[src/rtl/io_port_pkg.sv]
// Shared types and constants for the IO port fabric and its interrupt controller.
package io_port_pkg;

  typedef enum logic [1:0] {
    IDLE   = 2'd0,
    ACCESS = 2'd1,
    WAIT   = 2'd2,
    DONE   = 2'd3
  } state_e;

  localparam logic [1:0] IRQ_REG_PENDING = 2'd0;
  localparam logic [1:0] IRQ_REG_ENABLE  = 2'd1;
  localparam logic [1:0] IRQ_REG_STATUS  = 2'd2;
  localparam logic [1:0] IRQ_REG_RSVD    = 2'd3;

  localparam int unsigned IO_BITS = 16;
  localparam logic [IO_BITS-1:0] ERR_DATA = {IO_BITS{1'b1}};

  // Width needed to index n slots; never narrower than one bit.
  function automatic int unsigned slot_idx_w(input int unsigned n);
    return (n > 1) ? $clog2(n) : 1;
  endfunction

endpackage

[src/rtl/io_port_fabric_if.sv]
// CPU-side and peripheral-side bus of the IO port fabric.
interface io_port_fabric_if #(
  parameter int BITS         = 16,
  parameter int ADDRESS_BITS = 16,
  parameter int NUM_SLOTS    = 8,
  parameter int SLOT_SHIFT   = 12
);
  logic [ADDRESS_BITS-1:0]   ADDRESS;
  logic [BITS-1:0]           DATA_IN;
  logic [BITS-1:0]           DATA_OUT;
  logic                      memWR;
  logic                      memRD;
  logic                      ready;
  logic [SLOT_SHIFT-1:0]     periph_addr;
  logic [BITS-1:0]           periph_wdata;
  logic [NUM_SLOTS-1:0]      periph_wr;
  logic [NUM_SLOTS-1:0]      periph_rd;
  logic [NUM_SLOTS*BITS-1:0] periph_rdata;
  logic [NUM_SLOTS-1:0]      periph_ack;
  logic [NUM_SLOTS-1:0]      periph_irq;
  logic                      irq;

  modport master (
    output ADDRESS, DATA_IN, memWR, memRD, periph_rdata, periph_ack, periph_irq,
    input  DATA_OUT, ready, periph_addr, periph_wdata, periph_wr, periph_rd, irq
  );

  modport slave (
    input  ADDRESS, DATA_IN, memWR, memRD, periph_rdata, periph_ack, periph_irq,
    output DATA_OUT, ready, periph_addr, periph_wdata, periph_wr, periph_rd, irq
  );
endinterface

[src/rtl/io_irq_ctrl.sv]
// Interrupt controller living in the fabric's IRQ slot: edge-detected pending
// bits, enable mask, bus-error status and a registered irq output.
module io_irq_ctrl
  import io_port_pkg::*;
#(
  parameter int BITS      = 16,
  parameter int NUM_SLOTS = 8,
  parameter int IRQ_SLOT  = 7
) (
  input  logic                 CLK,
  input  logic                 RSTb,
  input  logic                 we,
  input  logic [1:0]           reg_addr,
  input  logic [NUM_SLOTS-1:0] wdata,
  input  logic                 err_set,
  input  logic [3:0]           err_slot,
  input  logic [NUM_SLOTS-1:0] irq_src,
  output logic [BITS-1:0]      rdata,
  output logic                 irq
);

  logic [NUM_SLOTS-1:0] pending_q, pending_d;
  logic [NUM_SLOTS-1:0] enable_q, enable_d;
  logic [NUM_SLOTS-1:0] irq_prev_q, irq_prev_d;
  logic                 err_q, err_d;
  logic [3:0]           err_slot_q, err_slot_d;
  logic                 irq_q, irq_d;

  logic [NUM_SLOTS-1:0] src_mask;
  logic [NUM_SLOTS-1:0] rise;

  // The IRQ slot's own line is not a source; it is this block.
  assign src_mask = ~(NUM_SLOTS'(1) << IRQ_SLOT);
  assign rise     = irq_src & ~irq_prev_q & src_mask;

  always_comb begin
    pending_d  = pending_q;
    enable_d   = enable_q;
    err_d      = err_q;
    err_slot_d = err_slot_q;
    irq_prev_d = irq_src;
    irq_d      = |(pending_q & enable_q);

    if (we && reg_addr == IRQ_REG_PENDING) pending_d = pending_q & ~wdata;
    // A fresh edge wins over a write-1-to-clear landing in the same cycle.
    pending_d = pending_d | rise;

    if (we && reg_addr == IRQ_REG_ENABLE) enable_d = wdata;
    if (we && reg_addr == IRQ_REG_STATUS && wdata[0]) err_d = 1'b0;
    if (err_set) begin
      err_d      = 1'b1;
      err_slot_d = err_slot;
    end
  end

  always_comb begin
    rdata = '0;
    case (reg_addr)
      IRQ_REG_PENDING: rdata = BITS'(pending_q);
      IRQ_REG_ENABLE:  rdata = BITS'(enable_q);
      IRQ_REG_STATUS:  rdata = BITS'({err_slot_q, 3'b000, err_q});
      default:         rdata = '0;
    endcase
  end

  always_ff @(posedge CLK) begin
    if (!RSTb) begin
      pending_q  <= '0;
      enable_q   <= '0;
      irq_prev_q <= '0;
      err_q      <= 1'b0;
      err_slot_q <= '0;
      irq_q      <= 1'b0;
    end else begin
      pending_q  <= pending_d;
      enable_q   <= enable_d;
      irq_prev_q <= irq_prev_d;
      err_q      <= err_d;
      err_slot_q <= err_slot_d;
      irq_q      <= irq_d;
    end
  end

  assign irq = irq_q;

endmodule

[src/rtl/io_port_fabric.sv]
// IO port controller: slot decode, ack/timeout handshake FSM and read mux
// between the CPU memory port and NUM_SLOTS peripherals.
//   state  | meaning
//   IDLE   | wait for memWR/memRD, latch request
//   ACCESS | one-cycle strobe to selected slot; internal/unmapped slots finish here
//   WAIT   | strobe low, count cycles until ack or timeout
//   DONE   | one-cycle ready pulse, DATA_OUT valid
module io_port_fabric
  import io_port_pkg::*;
#(
  parameter int BITS         = 16,
  parameter int ADDRESS_BITS = 16,
  parameter int NUM_SLOTS    = 8,
  parameter int SLOT_SHIFT   = 12,
  parameter int TIMEOUT      = 15,
  parameter int IRQ_SLOT     = 7
) (
  input  logic            CLK,
  input  logic            RSTb,
  io_port_fabric_if.slave bus
);

  localparam int SFW = ADDRESS_BITS - SLOT_SHIFT;
  localparam int IW  = slot_idx_w(NUM_SLOTS);
  localparam int CW  = 8;

  state_e                state_q, state_d;
  logic [SFW-1:0]        slot_q, slot_d;
  logic                  mapped_q, mapped_d;
  logic                  wr_q, wr_d;
  logic [SLOT_SHIFT-1:0] addr_q, addr_d;
  logic [BITS-1:0]       wdata_q, wdata_d;
  logic [BITS-1:0]       data_out_q, data_out_d;
  logic [CW-1:0]         cnt_q, cnt_d;

  logic [IW-1:0]        slot_idx;
  logic [NUM_SLOTS-1:0] slot_oh;
  logic                 is_irq;
  logic                 is_ext;
  logic                 sel_ack;
  logic [BITS-1:0]      sel_rdata;
  logic                 err_set;
  logic                 irq_we;
  logic [BITS-1:0]      irq_rdata;

  assign slot_idx  = slot_q[IW-1:0];
  assign slot_oh   = NUM_SLOTS'(1) << slot_idx;
  assign is_irq    = mapped_q && (slot_idx == IW'(IRQ_SLOT));
  assign is_ext    = mapped_q && !is_irq;
  assign sel_ack   = bus.periph_ack[slot_idx];
  assign sel_rdata = bus.periph_rdata[int'(slot_idx)*BITS +: BITS];

  always_comb begin
    state_d    = state_q;
    slot_d     = slot_q;
    mapped_d   = mapped_q;
    wr_d       = wr_q;
    addr_d     = addr_q;
    wdata_d    = wdata_q;
    data_out_d = data_out_q;
    cnt_d      = cnt_q;
    err_set    = 1'b0;
    irq_we     = 1'b0;

    case (state_q)
      IDLE: begin
        if (bus.memWR || bus.memRD) begin
          slot_d   = bus.ADDRESS[ADDRESS_BITS-1:SLOT_SHIFT];
          mapped_d = 32'(bus.ADDRESS[ADDRESS_BITS-1:SLOT_SHIFT]) < 32'(NUM_SLOTS);
          wr_d     = bus.memWR;
          addr_d   = bus.ADDRESS[SLOT_SHIFT-1:0];
          wdata_d  = bus.DATA_IN;
          state_d  = ACCESS;
        end
      end
      ACCESS: begin
        cnt_d = '0;
        if (!is_ext) begin
          // Internal register file and unmapped space both answer immediately.
          state_d = DONE;
          irq_we  = is_irq && wr_q;
          if (!wr_q) data_out_d = is_irq ? irq_rdata : '0;
        end else if (sel_ack) begin
          state_d = DONE;
          if (!wr_q) data_out_d = sel_rdata;
        end else begin
          state_d = WAIT;
        end
      end
      WAIT: begin
        if (sel_ack) begin
          state_d = DONE;
          if (!wr_q) data_out_d = sel_rdata;
        end else if (cnt_q == CW'(TIMEOUT - 1)) begin
          // TIMEOUT WAIT cycles have elapsed without an ack.
          state_d    = DONE;
          data_out_d = BITS'(ERR_DATA);
          err_set    = 1'b1;
        end else begin
          cnt_d = cnt_q + 1'b1;
        end
      end
      DONE:    state_d = IDLE;
      default: state_d = IDLE;
    endcase
  end

  always_ff @(posedge CLK) begin
    if (!RSTb) begin
      state_q    <= IDLE;
      slot_q     <= '0;
      mapped_q   <= 1'b0;
      wr_q       <= 1'b0;
      addr_q     <= '0;
      wdata_q    <= '0;
      data_out_q <= '0;
      cnt_q      <= '0;
    end else begin
      state_q    <= state_d;
      slot_q     <= slot_d;
      mapped_q   <= mapped_d;
      wr_q       <= wr_d;
      addr_q     <= addr_d;
      wdata_q    <= wdata_d;
      data_out_q <= data_out_d;
      cnt_q      <= cnt_d;
    end
  end

  io_irq_ctrl #(
    .BITS      (BITS),
    .NUM_SLOTS (NUM_SLOTS),
    .IRQ_SLOT  (IRQ_SLOT)
  ) u_irq_ctrl (
    .CLK      (CLK),
    .RSTb     (RSTb),
    .we       (irq_we),
    .reg_addr (addr_q[1:0]),
    .wdata    (wdata_q[NUM_SLOTS-1:0]),
    .err_set  (err_set),
    .err_slot (4'(slot_q)),
    .irq_src  (bus.periph_irq),
    .rdata    (irq_rdata),
    .irq      (bus.irq)
  );

  assign bus.DATA_OUT     = data_out_q;
  assign bus.ready        = (state_q == DONE);
  assign bus.periph_addr  = addr_q;
  assign bus.periph_wdata = wdata_q;
  assign bus.periph_wr    = (state_q == ACCESS && is_ext && wr_q)  ? slot_oh : '0;
  assign bus.periph_rd    = (state_q == ACCESS && is_ext && !wr_q) ? slot_oh : '0;

endmodule
[src/flat_wrapper.sv]
// flat-port wrapper written by rule: the top's interface ports become plain ports
module io_port_fabric_flat import io_port_pkg::*;
#(
  parameter int BITS         = 16,
  parameter int ADDRESS_BITS = 16,
  parameter int NUM_SLOTS    = 8,
  parameter int SLOT_SHIFT   = 12,
  parameter int TIMEOUT      = 15,
  parameter int IRQ_SLOT     = 7
)
  (CLK, RSTb, bus_ADDRESS, bus_DATA_IN, bus_memWR, bus_memRD, bus_periph_rdata, bus_periph_ack, bus_periph_irq, bus_DATA_OUT, bus_ready, bus_periph_addr, bus_periph_wdata, bus_periph_wr, bus_periph_rd, bus_irq);
  io_port_fabric_if #(.BITS(BITS), .ADDRESS_BITS(ADDRESS_BITS), .NUM_SLOTS(NUM_SLOTS), .SLOT_SHIFT(SLOT_SHIFT)) bus_i ();
  input  logic CLK;
  input  logic RSTb;
  input wire logic [$bits(bus_i.ADDRESS)-1:0] bus_ADDRESS;
  input wire logic [$bits(bus_i.DATA_IN)-1:0] bus_DATA_IN;
  input wire logic [$bits(bus_i.memWR)-1:0] bus_memWR;
  input wire logic [$bits(bus_i.memRD)-1:0] bus_memRD;
  input wire logic [$bits(bus_i.periph_rdata)-1:0] bus_periph_rdata;
  input wire logic [$bits(bus_i.periph_ack)-1:0] bus_periph_ack;
  input wire logic [$bits(bus_i.periph_irq)-1:0] bus_periph_irq;
  output wire logic [$bits(bus_i.DATA_OUT)-1:0] bus_DATA_OUT;
  output wire logic [$bits(bus_i.ready)-1:0] bus_ready;
  output wire logic [$bits(bus_i.periph_addr)-1:0] bus_periph_addr;
  output wire logic [$bits(bus_i.periph_wdata)-1:0] bus_periph_wdata;
  output wire logic [$bits(bus_i.periph_wr)-1:0] bus_periph_wr;
  output wire logic [$bits(bus_i.periph_rd)-1:0] bus_periph_rd;
  output wire logic [$bits(bus_i.irq)-1:0] bus_irq;
  assign bus_i.ADDRESS = bus_ADDRESS;
  assign bus_i.DATA_IN = bus_DATA_IN;
  assign bus_i.memWR = bus_memWR;
  assign bus_i.memRD = bus_memRD;
  assign bus_i.periph_rdata = bus_periph_rdata;
  assign bus_i.periph_ack = bus_periph_ack;
  assign bus_i.periph_irq = bus_periph_irq;
  assign bus_DATA_OUT = bus_i.DATA_OUT;
  assign bus_ready = bus_i.ready;
  assign bus_periph_addr = bus_i.periph_addr;
  assign bus_periph_wdata = bus_i.periph_wdata;
  assign bus_periph_wr = bus_i.periph_wr;
  assign bus_periph_rd = bus_i.periph_rd;
  assign bus_irq = bus_i.irq;
  io_port_fabric #(.BITS(BITS), .ADDRESS_BITS(ADDRESS_BITS), .NUM_SLOTS(NUM_SLOTS), .SLOT_SHIFT(SLOT_SHIFT), .TIMEOUT(TIMEOUT), .IRQ_SLOT(IRQ_SLOT)) u_core (.CLK(CLK), .RSTb(RSTb), .bus(bus_i));
endmodule
[config.mk]
export PLATFORM = sky130hd
export DESIGN_NAME = io_port_fabric_flat
export DESIGN_NICKNAME = d
export VERILOG_FILES = /design/src/rtl/io_port_pkg.sv /design/src/rtl/io_port_fabric_if.sv /design/src/rtl/io_irq_ctrl.sv /design/src/rtl/io_port_fabric.sv /design/src/flat_wrapper.sv
export SDC_FILE = /design/constraint.sdc
export NUM_CORES = 1
export LEC_CHECK = 0
export CAP_MARGIN = 0
export CORE_ASPECT_RATIO = 1.2
export CORE_UTILIZATION = 46
export DETAILED_ROUTE_END_ITERATION = 10
export PLACE_DENSITY = 0.9
export SLEW_MARGIN = 25
export SYNTH_ARGS = -nofsm -noshare
export SYNTH_HDL_FRONTEND = slang
export SYNTH_SLANG_ARGS = --single-unit
[constraint.sdc]
create_clock -name CLK -period 3.16 [get_ports CLK]
set_input_delay 0.948 -clock CLK [delete_from_list [all_inputs] [get_ports CLK]]
set_output_delay 0.948 -clock CLK [all_outputs]
set_load 0.03 [all_outputs]
==> reports/results.txt, run 1 <==
The final layout contains routed wiring with a total length of 20.1 mm. The relative slew slack is 46.6%. Summed over all cells, the static leakage comes to 2.97 nW.

The clock tree root buffer cell is sky130_fd_sc_hd__clkbuf_16. Pin placement for this block handled 242 I/O pins. The logs give 992 for the final-stage net count and 9 for the number of buffers added by the clock tree synthesis step.

Of the post-synthesis cell area, the dominant cell type holds 33.5%. The initialized floorplan defines 42 standard-cell rows. The logs give 587 for the count of mapped cells out of synthesis and 0 for the count of final hold-check violations.

The pin count of the biggest net entering global routing is 56. The tools report the via count of the first global-routing pass as 5858. The tools report the kind of capture point of the worst setup path as a primary output.

Cell type contributing the most total cell area after synthesis: sky130_fd_sc_hd__dfxtp_1. The tools report the post-DP HPWL as 15.5 mm. The total of endpoints with negative setup slack in the final report was 0; the via count was 5805.

The run gives 89 as the number of sinks on the clock net. Global routing used 33.9% of the available tracks. The average instance in the mapped netlist occupies 9.05 sq um. The sequential cell area fraction in the yosys report is 33.5%.

The required arrival time at the worst endpoint is 2.21 ns. Slew of the pin with the lowest slew margin: 0.795 ns. Number of max-slew violations in the final report: 0. The total area of sequential cells came out at 1780 sq um. The critical path start-end classification was reg2out.

Counting cells, the worst reg-to-reg path comes to 7. From bottom edge to top edge, the die measures 120 microns. The number of warnings printed during yosys synthesis came out at 0.

The worst hold path belongs to the class reg2reg. The logs give 12000 sq um for the die area and 2.13 ns for the critical path data arrival time. The run gives 2 as the number of buffers between clock root and the deepest sink. After synthesis, the share of flip-flops with an asynchronous set or reset is 0%. Including well taps, the total number of placed cells is 949.

The clock tree skew after final layout came out at 0.00702 ns. The run gives 442 as the number of DRC violations after detailed-routing iteration 0. The worst path needs 3.08 ns of the cycle, external delays included. The tools report the standard cell core area as 11100 sq um. After filler insertion, the fill cell instance count of the layout stands at 828. Via density per instance: 6.00. TritonCTS built the clock tree. The startpoint identified for the worst hold timing path is u_core.bus.periph_addr[3]. The residual DRC count was 0.

Setup repair after global routing left no endpoint under its margin. The cts-stage hold buffer count came out at 0. The final standard cell count with taps included and fillers excluded is 967. In this run the power density over the cells is 623 nW/um^2.

In this run the worst path has a maximum fanout of 31. From synthesis to final layout, the design area changed by 53.5%. Max-cap violations in this run came to 0.

Main flop type after synthesis: sky130_fd_sc_hd__dfxtp_1. Adding up every negative setup slack in the final design gives 0 ns. Along the worst hold path, the cell count comes to 2. Initial antenna violation count: 2. For the cell area after technology mapping, the log shows 5310 sq um. Across all setup checks in the final design, the least slack found is 0.0819 ns. Routed length per placed instance: 20.7 microns. Across the VDD grid, the largest voltage drop is 499 uV. At the placement stage, the worst setup path has a slack of 0.0126 ns.

The tools report the overall overflow remaining after global route as 0. The tools report the startpoint type of the worst setup path as a flip-flop. The flop and latch count out of synthesis is 89.

Start of the worst register-to-register path: u_core.slot_q[1]. The run gives 47.7% as the effective utilization at floorplan. The post-route antenna net violation count was 0.

Clock-pin slew was measured on the worst setup and hold paths at 0.07 ns. The die is 100 microns wide. The worst path uses 97.4% of the clock period.

Static timing analysis puts the maximum clock frequency at 0.325 GHz. The most critical setup path has its startpoint at u_core.slot_q[2]. The number of input and output port buffers inserted was 238; the fraction of layout instances using a drive strength above 1 was 12.6%. The logs give 8 for the number of optimization iterations in the first detailed-route pass and 0.35 ns for the clock network latency to the later pin of the worst-skew pair.

Summing all multi-input logic gate instances after layout gives 3270 sq um. In this run, synthesis inferred 0 flip-flops with an integrated enable. The first global-routing pass estimated 31.0 mm of wire. At the end of routability-driven placement, the weighted congestion stood at 0.932. The tools report the number of distinct standard cells referenced by the synthesized netlist as 68.

CTS built an H-tree with a depth of 3. The flow ran to the end, and the final reports show no timing, DRC or antenna violations. Sorting the synthesized cells by area gives the leading types as sky130_fd_sc_hd__dfxtp_1, sky130_fd_sc_hd__mux4_2, sky130_fd_sc_hd__nand2_1.
## routing by layer
layer	wire length (microns)	up-vias	share of wire (%)	track usage, %
li1	-	2651	-	-
met1	7300	2752	36	37.3
met2	10000	330	50	58.3
met3	1680	72	8.4	7.92
met4	1070	0	5.3	21.2
met5	0	-	0	0
## where the power goes
group | switching, W | internal (W) | total (W) | leakage (nW)
combinational | 0.00148 | 0.00111 | 0.00259 | 2.10
clock | 0.000494 | 0.000557 | 0.00105 | 0.140
sequential | 0.000138 | 0.00130 | 0.00144 | 0.729
## final cells by class
cell class | instances | area share, %
Multi-Input combinational cell | 443 | 40.1
Timing Repair Buffer | 257 | 31.6
Sequential cell | 89 | 21.9
Clock buffer | 9 | 2.76
Tap cell | 154 | 2.36
Clock inverter | 7 | 0.905
Inverter | 6 | 0.276
Antenna cell | 2 | 0.0614
## stage by stage
stage,power (W),hold slack (ns),util (%),instance area [sq um]
after floorplan,0.00307,0.421,-,5320
after global placement,0.00392,0.434,70.4,7840
after detailed placement,0.00401,0.450,70.4,7840
after CTS,0.00507,0.460,73.1,8140
after global routing,0.00534,0.475,73.2,8150
final,0.00508,0.457,73.2,8150
## path summary, 6_finish.rpt
kind / to / slack [ns]
min: u_core.bus.periph_addr[3] / 0.46
max: bus_periph_wr[4] / 0.08
max reg2reg: u_core.state_q[0] / 0.51
min reg2reg: u_core.bus.periph_addr[3] / 0.46
## worst max-delay path: stages (launching register included)
cell	delay [ns]
sky130_fd_sc_hd__dfxtp_1	0.34
sky130_fd_sc_hd__buf_4	0.41
sky130_fd_sc_hd__nand4_1	0.31
sky130_fd_sc_hd__nor3_1	0.53
sky130_fd_sc_hd__buf_12	0.19
## registers in the layout (all words and copies together), names as in the netlist, 2 cells and up
signal	cells
u_core.state_q	2
u_core.bus.DATA_OUT	16
u_core.u_irq_ctrl.pending_q	8
u_core.bus.periph_addr	12
u_core.cnt_q	8
u_core.u_irq_ctrl.irq_prev_q	7
u_core.slot_q	4
u_core.u_irq_ctrl.err_slot_q	4
u_core.bus.periph_wdata	16
u_core.u_irq_ctrl.enable_q	8
## synth_stat cells (all sizes together) (3+ instances only)
library cell	number
a2111oi	9
a211o	3
a21o	3
a21oi	53
a222oi	5
a22oi	4
a2bb2oi	3
a311oi	3
a32o	9
and2	10
buf	29
clkbuf	21
dfxtp	89
ha	6
inv	6
mux2	7
mux2i	30
mux4	30
nand2	106
nand2b	3
nand3	13
nor2	39
nor2b	15
nor3	12
nor4	4
o211ai	3
o21ai	10
o221a	4
o22ai	6
o31ai	5
o41ai	6
or3	3
or4	7
## timing repair
item / CTS / global route
endpoints found under the setup margin: 0 / 2
resized for setup: 0 / 2
buffers inserted: 0 / 0
## logic make-up (layout without fill, tap and decap cells)
| kind of cell | Yosys count | in the layout | synth area share, % |
|---|---|---|---|
| AO/OA/AOI/OAI | 145 | 145 | 20.2 |
| adder cells (fa/ha/maj) | 6 | 6 | 1.41 |
| buffers and inverters | 56 | 279 | 5.11 |
| flip-flops | 89 | 89 | 33.5 |
| multiplexers | 67 | 67 | 19.9 |
| other | 1 | 4 | 0.0706 |
| AND/OR/NAND/NOR | 223 | 223 | 19.8 |
## cells in the final DEF (no fill, tap or decap), types with 6 or more instances in the layout
| cell type | Yosys | final |
|---|---|---|
| sky130_fd_sc_hd__clkdlybuf4s50_1 | 0 | 226 |
| sky130_fd_sc_hd__nand2_1 | 106 | 106 |
| sky130_fd_sc_hd__dfxtp_1 | 89 | 87 |
| sky130_fd_sc_hd__a21oi_1 | 53 | 53 |
| sky130_fd_sc_hd__nor2_1 | 39 | 39 |
| sky130_fd_sc_hd__mux2i_1 | 30 | 30 |
| sky130_fd_sc_hd__mux4_2 | 30 | 30 |
| sky130_fd_sc_hd__buf_4 | 4 | 23 |
| sky130_fd_sc_hd__nor2b_1 | 15 | 14 |
| sky130_fd_sc_hd__nor3_1 | 12 | 12 |
| sky130_fd_sc_hd__nand3_1 | 12 | 12 |
| sky130_fd_sc_hd__and2_1 | 9 | 9 |
| sky130_fd_sc_hd__a32o_1 | 9 | 9 |
| sky130_fd_sc_hd__a2111oi_0 | 9 | 9 |
| sky130_fd_sc_hd__clkbuf_16 | 0 | 9 |
| sky130_fd_sc_hd__o21ai_0 | 7 | 7 |
| sky130_fd_sc_hd__or4_1 | 7 | 7 |
| sky130_fd_sc_hd__mux2_2 | 6 | 6 |
| sky130_fd_sc_hd__ha_1 | 6 | 6 |
| sky130_fd_sc_hd__buf_12 | 0 | 6 |
(Power assumes the default switching activity.)
==> run 2, diff against run 1 <==
--- a/config.mk
+++ b/config.mk
@@ -7,6 +7,7 @@
 export LEC_CHECK = 0
 export CAP_MARGIN = 0
 export CORE_ASPECT_RATIO = 1.2
+export CORE_MARGIN = 4
 export CORE_UTILIZATION = 46
 export DETAILED_ROUTE_END_ITERATION = 10
 export PLACE_DENSITY = 0.9
==> constraint.sdc (replaced) <==
create_clock -name CLK -period 3.16 [get_ports CLK]
set_input_delay 0.632 -clock CLK [delete_from_list [all_inputs] [get_ports CLK]]
set_output_delay 0.632 -clock CLK [all_outputs]
set_load 0.005 [all_outputs]
==> run 2 against run 1 <==
Clock-buffer cell count is 1 higher. Critical path depth is 1 lower. Non-clock buffer count is 4 lower. Global-route usage is 4.9 points lower. Combinational power is 15% lower. Via count is 0.17% higher. Largest cell class unchanged.
==> reports/results.txt, run 2 (same netlist as run 1, synthesis figures left out) <==
The least setup slack across all paths after layout was 0.285 ns. In this run the power density over the cells is 584 nW/um^2. In this run the deepest clock path goes through 2 buffers.

Measured against its own limit, the worst slew margin works out to 45.6%. The type of the tightest min-delay check is reg2reg. At the pin with the least slew margin, the transition time is 0.810 ns. The count of buffers added on input and output ports is 238. The share of total power dissipated in sequential elements is 32.4%. The via count was 5815. Sink of the worst hold path: u_core.u_irq_ctrl.pending_q[7]. The die covers 13300 sq um. Cell row count: 42. The via density per instance came out at 6.04. The wire length of the first global-routing pass was 30.5 mm.

For the worst setup path, the data required time is 2.53 ns. At the end of the flow, the number of nets in the layout was 988. Reported max-cap violation count: 0. Highest attainable clock frequency: 0.348 GHz.

The number of max-slew violations in the final report is 0. After clock tree synthesis, the flow added hold-fix buffers numbering 0. For the total of endpoints with negative setup slack in the final report, the log shows 0. The number of clock buffers added by TritonCTS is 9.

The run gives 0 as the overall overflow remaining after global route. The tools report the critical hold path startpoint as u_core.u_irq_ctrl.pending_q[7]. Net switching is 38.2% of the power.

Across the routed clock network, the largest skew measured is 0.00955 ns. The tools report the kind of capture point of the worst setup path as a primary output. For this run, the share of the core covered by cells in the final layout is 72.2%. The most common cell after layout, fill and taps aside was sky130_fd_sc_hd__clkdlybuf4s50_1.

Timing analysis after detailed placement gives a worst setup slack of 0.325 ns. During I/O placement, the number of pins put on the boundary was 242. The overall die width came out at 106 microns.

In this run the remaining antenna-violating nets after routing total 0. For the residual DRC count, the log shows 0. The setup check on the worst reg-to-reg path leaves a slack of 0.60 ns. Entering global routing, the biggest net connects 38 pins.

The flow ran to the end, and the final reports show no timing, DRC or antenna violations. The final wirelength is 20.2 mm. After clock tree synthesis, the clock-pin slew on the worst setup and hold paths is 0.06 ns. In the layout the commonest cells are sky130_fd_sc_hd__clkdlybuf4s50_1, sky130_fd_sc_hd__nand2_1, sky130_fd_sc_hd__dfxtp_1, sky130_fd_sc_hd__a21oi_1, sky130_fd_sc_hd__nor2_1. The share of the cycle needed by the critical path after routing is 91.0%.

In the final routed layout, each cell accounts on average for 21.0 microns. The pre-antenna-repair detailed-routing pass consisted of 7 iterations. The clock network is responsible for 21.0% of the overall power.

The y dimension of the die is 126 microns. Setup repair after global routing left no endpoint under its margin. The number of sinks on the clock net was 89; the number of cells on the worst hold path was 2. The tree is rooted in a sky130_fd_sc_hd__clkbuf_16. Of the cells placed in the final design, the portion with a size suffix greater than 1 is 10.8%.

The critical path is of the reg2out type. Via count of the first global-routing pass: 5673. The initial utilization of the core area, before any placement, comes to 47.7%. The maximum fanout encountered on the critical timing path is 21. TritonCTS built the clock tree. The initial antenna violation count is 2, and the area added between synthesis and finish is 51.3%.

For the final routed database, the setup TNS stands at 0 ns. Global routing used 29.0% of the available tracks across all layers. The share of total power dissipated in combinational logic is 46.6%. STA classifies the critical path startpoint as a flip-flop. Clock network latency to the later pin of the worst-skew pair: 0.34 ns.

The depth of the worst register-to-register path is 6. The total internal power was 0.00290 W. The tools report the start of the worst register-to-register path as u_core.slot_q[0]. The run gives 2.86 nW as the standby leakage power. The number of DRC violations after detailed-routing iteration 0 was 615; the routability congestion estimate from global placement was 0.885. The logs give 0 for the count of final hold-check violations and 2.24 ns for the critical path data arrival time.

Summed over all nets, the half-perimeter wirelength after detailed placement is 16.0 mm. The H-tree was split into 3 levels. For the finished layout, the period the worst path requires is 2.88 ns. For the number of instances resized during post-cts repair, the log shows 0. The worst register-to-register path ends at u_core.bus.DATA_OUT[6]. Once the clock tree was built, the setup fixing pass inserted 0 buffers. The peak supply drop came out at 461 uV. The floorplan step defined a core boundary enclosing 11100 sq um. The logs give 845 for the count of fill cells added during filler insertion and 0.00180 W for the switching power total.
[run 2: layer usage]
layer,part of all wire [%],GRT usage (%),vias up
met4,5.0,13.5,0
li1,-,-,2641
met2,51,52.6,374
met5,0,0,-
met1,35,31.0,2729
met3,9.5,7.63,71
[run 2: power groups by stage]
| stage | Combinational [W] | Clock (W) | Sequential [W] |
|---|---|---|---|
| finish | 0.00219 | 0.000986 | 0.00152 |
| global route | 0.00234 | 0.00105 | 0.00155 |
| CTS | 0.00216 | 0.000998 | 0.00152 |
| detailed placement | 0.00215 | 0 | 0.00154 |
| global placement | 0.00207 | 0 | 0.00153 |
| floorplan | 0.00138 | 0 | 0.00144 |
[run 2: worst max-delay path, stage by stage (launching register included)]
cell and delay, ns:
sky130_fd_sc_hd__dfxtp_2 0.72, sky130_fd_sc_hd__nand2_1 0.33, sky130_fd_sc_hd__nor2_1 0.28, sky130_fd_sc_hd__clkdlybuf4s50_1 0.57
[run 2: layout make-up]
type | count | area [sq um] | share of cell area, %
antenna | 2 | 5.00 | 0.0622
clock buffer | 10 | 229 | 2.85
clock inverter | 6 | 42.5 | 0.529
inverter | 6 | 22.5 | 0.280
multi-input combinational | 443 | 3270 | 40.7
sequential | 89 | 1780 | 22.2
tap | 154 | 193 | 2.40
timing repair buffer | 253 | 2490 | 31.0
[run 2: how the worst max path moves through the flow]
stage	from	to	slack [ns]	depth (start not counted)
after floorplan	bus_periph_ack[0]	u_core.cnt_q[0]	1.06	6
after global placement	bus_periph_ack[0]	u_core.bus.DATA_OUT[7]	0.37	6
after detailed placement	bus_periph_ack[0]	u_core.bus.DATA_OUT[7]	0.32	6
after CTS	u_core.slot_q[0]	bus_periph_wr[3]	0.31	3
after global routing	u_core.state_q[1]	bus_periph_rd[4]	0.16	6
final	u_core.slot_q[0]	bus_periph_wr[3]	0.28	3
[run 2: metrics by stage]
step | area [sq um] | total power, W | hold slack, ns | std cells
floorplan | 5320 | 0.00282 | 0.421 | 588
global placement | 7760 | 0.00359 | 0.433 | 945
detailed placement | 7760 | 0.00369 | 0.438 | 945
CTS | 8040 | 0.00468 | 0.449 | 961
global route | 8040 | 0.00494 | 0.479 | 963
finish | 8040 | 0.00470 | 0.449 | 963
